--- src/rtl/and_gate_sequencer.sv ---
// and_gate_sequencer: self-test controller for a two-input AND gate.
// On start, walks a/b through 00,01,10,11, holding each vector for TICK_DIV
// cycles, samples the synchronised gate output at the end of each window and
// reports a per-vector fail mask plus a pass flag.
//
// Ports:
//   clk        system clock, rising edge
//   rst_n      asynchronous active-low reset
//   start      request a run (accepted only in IDLE)
//   x          gate output under test (asynchronous, 2-flop synchronised)
//   a, b       gate inputs (registered)
//   busy       high while a run is in progress
//   done       one-cycle pulse when a run completes
//   pass       last completed run had no mismatches
//   fail_mask  bit i set when vector i mismatched
//   step       index of the vector currently applied
module and_gate_sequencer #(
  parameter int unsigned TICK_DIV = 50000000,
  parameter int unsigned CNT_W    = 26
) (
  input  logic       clk,
  input  logic       rst_n,
  input  logic       start,
  input  logic       x,
  output logic       a,
  output logic       b,
  output logic       busy,
  output logic       done,
  output logic       pass,
  output logic [3:0] fail_mask,
  output logic [1:0] step
);

  localparam logic [CNT_W-1:0] CNT_LAST = CNT_W'(TICK_DIV - 1);

  typedef enum logic [1:0] {
    S_IDLE   = 2'd0,
    S_RUN    = 2'd1,
    S_REPORT = 2'd2
  } state_t;

  state_t           state_q, state_d;
  logic [CNT_W-1:0] cnt_q, cnt_d;
  logic [1:0]       step_d;
  logic [3:0]       mask_d;
  logic             pass_d, a_d, b_d, busy_d, done_d;
  logic             x_meta, x_sync;

  // Two-flop synchroniser for the gate output
  always_ff @(posedge clk or negedge rst_n) begin
    if (!rst_n) begin
      x_meta <= 1'b0;
      x_sync <= 1'b0;
    end else begin
      x_meta <= x;
      x_sync <= x_meta;
    end
  end

  // State and registered outputs
  always_ff @(posedge clk or negedge rst_n) begin
    if (!rst_n) begin
      state_q   <= S_IDLE;
      cnt_q     <= '0;
      step      <= 2'd0;
      fail_mask <= 4'd0;
      pass      <= 1'b0;
      a         <= 1'b0;
      b         <= 1'b0;
      busy      <= 1'b0;
      done      <= 1'b0;
    end else begin
      state_q   <= state_d;
      cnt_q     <= cnt_d;
      step      <= step_d;
      fail_mask <= mask_d;
      pass      <= pass_d;
      a         <= a_d;
      b         <= b_d;
      busy      <= busy_d;
      done      <= done_d;
    end
  end

  // Next-state and next-output logic
  always_comb begin
    state_d = state_q;
    cnt_d   = cnt_q;
    step_d  = step;
    mask_d  = fail_mask;
    pass_d  = pass;
    a_d     = 1'b0;
    b_d     = 1'b0;
    busy_d  = 1'b0;
    done_d  = 1'b0;

    case (state_q)
      S_IDLE: begin
        if (start) begin
          state_d = S_RUN;
          cnt_d   = '0;
          step_d  = 2'd0;
          mask_d  = 4'd0;
          pass_d  = 1'b0;
          busy_d  = 1'b1;
        end
      end

      S_RUN: begin
        busy_d = 1'b1;
        a_d    = step[1];
        b_d    = step[0];
        cnt_d  = cnt_q + CNT_W'(1);
        if (cnt_q == CNT_LAST) begin
          // End of hold window: the applied vector equals step
          if (x_sync != (step[1] & step[0])) begin
            mask_d = fail_mask | (4'b0001 << step);
          end
          cnt_d = '0;
          if (step == 2'd3) begin
            state_d = S_REPORT;
            busy_d  = 1'b0;
            done_d  = 1'b1;
            a_d     = 1'b0;
            b_d     = 1'b0;
            pass_d  = ~|mask_d;
          end else begin
            step_d = step + 2'd1;
            a_d    = step_d[1];
            b_d    = step_d[0];
          end
        end
      end

      S_REPORT: begin
        state_d = S_IDLE;
      end

      default: begin
        state_d = S_IDLE;
      end
    endcase
  end

endmodule

--- config.mk ---
export PLATFORM = sky130hd
export DESIGN_NAME = and_gate_sequencer
export DESIGN_NICKNAME = d
export VERILOG_FILES = /design/src/rtl/and_gate_sequencer.sv
export SDC_FILE = /design/constraint.sdc
export NUM_CORES = 1
export LEC_CHECK = 0
export ABC_AREA = 1
export BUFFER_PORTS_ARGS = -buffer_cell sky130_fd_sc_hd__buf_2
export CORE_MARGIN = 2
export CORE_UTILIZATION = 55
export CTS_CLUSTER_DIAMETER = 30
export DETAILED_ROUTE_END_ITERATION = 12
export PLACE_DENSITY = 0.73
export SKIP_CTS_REPAIR_TIMING = 1
export SLEW_MARGIN = 5
export SYNTH_ARGS = -nofsm -noshare
export SYNTH_HDL_FRONTEND = slang
export SYNTH_SLANG_ARGS = --single-unit
--- constraint.sdc ---
create_clock -name clk -period 3 [get_ports clk]
set_input_delay 0.15 -clock clk [delete_from_list [all_inputs] [get_ports clk]]
set_output_delay 0.15 -clock clk [all_outputs]
set_load 0.05 [all_outputs]
==> results.py <==
metrics = {
    "logic_synthesis": {
        "synth_ff_type": "dfrtp_1",
        "synthCells": 343,
        "ys_types": 27,
        "syn_area_sq_um": 2479,
        "ys_async_sr_fraction_pct": 100.0,
        "synth_area_per_cell_sq_um": 7.226,
        "synth-edff-count": 0,
        "synth_commonest_cells": "109 x nand2_1, 46 x inv_1, 41 x dfrtp_1, 39 x nor2_1, 29 x nand3_1",
        "synth.top_cell.area_share_pct": 41.39,
        "synthTopCellsByArea": "dfrtp_1 41%, nand2_1 17%, inv_1 7.0%, nor2_1 5.9%, nand3_1 5.9%",
        "yosysMostFrequentCell": "nand2_1",
        "yosysSeqAreaShare_pct": 41.39,
        "synth_top_cell_by_area": "dfrtp_1",
        "ys_ff_latch": 41,
        "yosys_warnings": 0,
        "syn_nets": 352,
    },
    "timing": {
        "fin_tns_setup_ns": 0,
        "slew_headroom_pct": 39.46,
        "hold_viol": 37,
        "max_freq_ghz": 0.4971,
        "setup_violations": 0,
        "fin_crit_ns": 2.012,
        "finalCritPeriodShare_pct": 67.05,
        "tightest_slew_ns": 0.9081,
        "layout_setup_ws_ns": 0.9885,
        "clock_skew_ns": 0.01294,
        "slew_viol_final": 0,
        "rsz0062_at_grt": "false",
        "hold_ws_ns": -0.03386,
    },
    "power": {
        "powerDensity_nw_per_um2": 348.3,
        "leakage_nw": 1.320,
        "power.total_mw": 0.9373,
        "peakVddDrop_uv": 250.7,
    },
    "die": {
        "die_area_sq_um": 5059,
        "die_w_microns": 71.13,
        "initial_core_util_pct": 56.93,
        "rows": 24,
        "core-area_sq_um": 4354,
        "io_pins": 15,
        "dieHeight_microns": 71.13,
    },
    "final_layout": {
        "areaGrowthSynthToFinish_pct": 8.581,
        "fin_util_pct": 61.81,
        "antennaDiodeCount": 0,
        "fill_cells": 382,
        "final_layout_size_suffix_gt1_share_pct": 11.60,
        "nets": 370,
    },
    "global_routing": {
        "antenna_found_initial": 0,
        "grt_pass1_vias": 1999,
        "grt_pass1_wl_mm": 9.252,
        "grt_usage_pct": 23.20,
        "grt_max_degree": 42,
        "gr-total-overflow": 0,
    },
    "cts": {
        "clkTransAtPathRegs_ns": 0.09,
        "clk_latency_ns": 0.31,
        "cts.sinks": 41,
        "cts-root-buf": "clkbuf_8",
        "cts_tree": "yes",
        "cts_max_level": 2,
        "cts.path.max_buffers": 2,
        "cts-buffers-inserted": 5,
    },
    "critical_path": {
        "required_ns": 3.24,
        "cp-start-kind": "flop",
        "slowest_delay_ns": 0.41,
        "path_cells": "nand2_1 -> inv_2 -> nor2_4 -> inv_2 -> nand2_1 -> nand2_1 -> nand2_1",
        "r2r_setup_slack_ns": 0.99,
        "cp_slowest_cell": "nor2_4",
        "crit_type": "flop to flop",
        "cp_common_cell": "nand2_1",
        "worstPathArrival_ns": 2.25,
        "cp_max_fo": 18,
        "endpoint_kind": "flop",
    },
    "route": {
        "via_per_inst": 5.181,
        "wl_per_cell_microns": 12.53,
        "ant_nets": 0,
        "drt-initial-drc-count": 151,
        "drc": 0,
        "firstDrtPassIters": 5,
        "wl_mm": 5.188,
        "dr_total_vias": 2145,
    },
    "worst_hold_path": {
        "hold_path_class": "input pin to async pin",
    },
    "run_status": {
        "violations": "negative hold slack",
        "status": "finished, violations left",
    },
    "placed_design": {
        "dp_slack_ns": 0.9985,
        "portBuffers": 14,
        "dpl.hpwl_mm": 3.812,
        "gp_congestion": 0.9457,
    },
    "job": {
        "cap_violations": 0,
    },
}
layout by cell type, fill, tap and decap left out, drive strengths merged:
cell type / n
a21oi: 2
nand3: 30
ha: 5
o211ai: 2
nor2: 49
nand2: 115
o21bai: 4
clkinv: 3
o22ai: 8
inv: 49
and2: 1
xnor2: 1
buf: 14
nor3b: 1
o21ai: 11
nor3: 1
clkbuf: 5
nand4: 9
dfrtp: 41
dlygate4sd3: 1
xor2: 10
cell families after synthesis:
family	count (synthesis)	share of synthesized area, %
AOI/OAI and AO/OA	27	6.461
xor gates and xnor gates	11	3.887
and+or+nand+nor	206	37.35
buffers and inverters	53	8.380
DFF	41	41.39
adders and majority gates	5	2.524
critical path: cells and delay by family, from the launching register on:
kind          cells  cell delay [ns]
buf+inv           2             0.45
flops             1             0.39
simple gates      5             1.11
power breakdown:
group          internal, mW  total [mW]  switching (mW)
Sequential            0.553       0.554        0.000463
Clock                 0.165       0.367           0.202
Combinational       0.00377      0.0168          0.0130
per-stage QoR:
stage                     std cells  instance area, sq um
after detailed placement        405                  2590
after floorplan                 343                  2479
final                           414                  2691
after global routing            414                  2691
after CTS                       413                  2681
after global placement          405                  2590
flip-flops by register name (all words and copies together), names as in the netlist:
signal and flops:
a 1, b 1, busy 1, cnt_q 26
done 1, fail_mask 4, pass 1, state_q 2
step 2, x_meta 1, x_sync 1
cell type report:
class	count	area [sq um]	share of cell area [%]
multi-input cells	249	1245	46.26
flip-flops and latches	41	1026	38.12
inverters	49	183.9	6.834
repair buffers	15	80.08	2.975
clock buffers	5	68.82	2.557
well taps	52	65.06	2.417
clock inverters	3	22.52	0.8368
layer usage:
metal / track usage (%) / wire (microns)
met1: 34.50 / 2680
met2: 34.48 / 2175
met5: 0 / 0
met3: 3.989 / 268
met4: 7.757 / 63
final timing paths:
path | to | depth (start not counted) | start
min reg2reg | x_sync | 0 | x_meta
min in group clk | state_q[0] | 5 | start
max reg2reg | fail_mask[0] | 7 | state_q[0]
max | fail_mask[0] | 7 | state_q[0]
min | b | 1 | rst_n
max in group asynchronous | cnt_q[10] | 1 | rst_n
(Power assumes the default switching activity.)
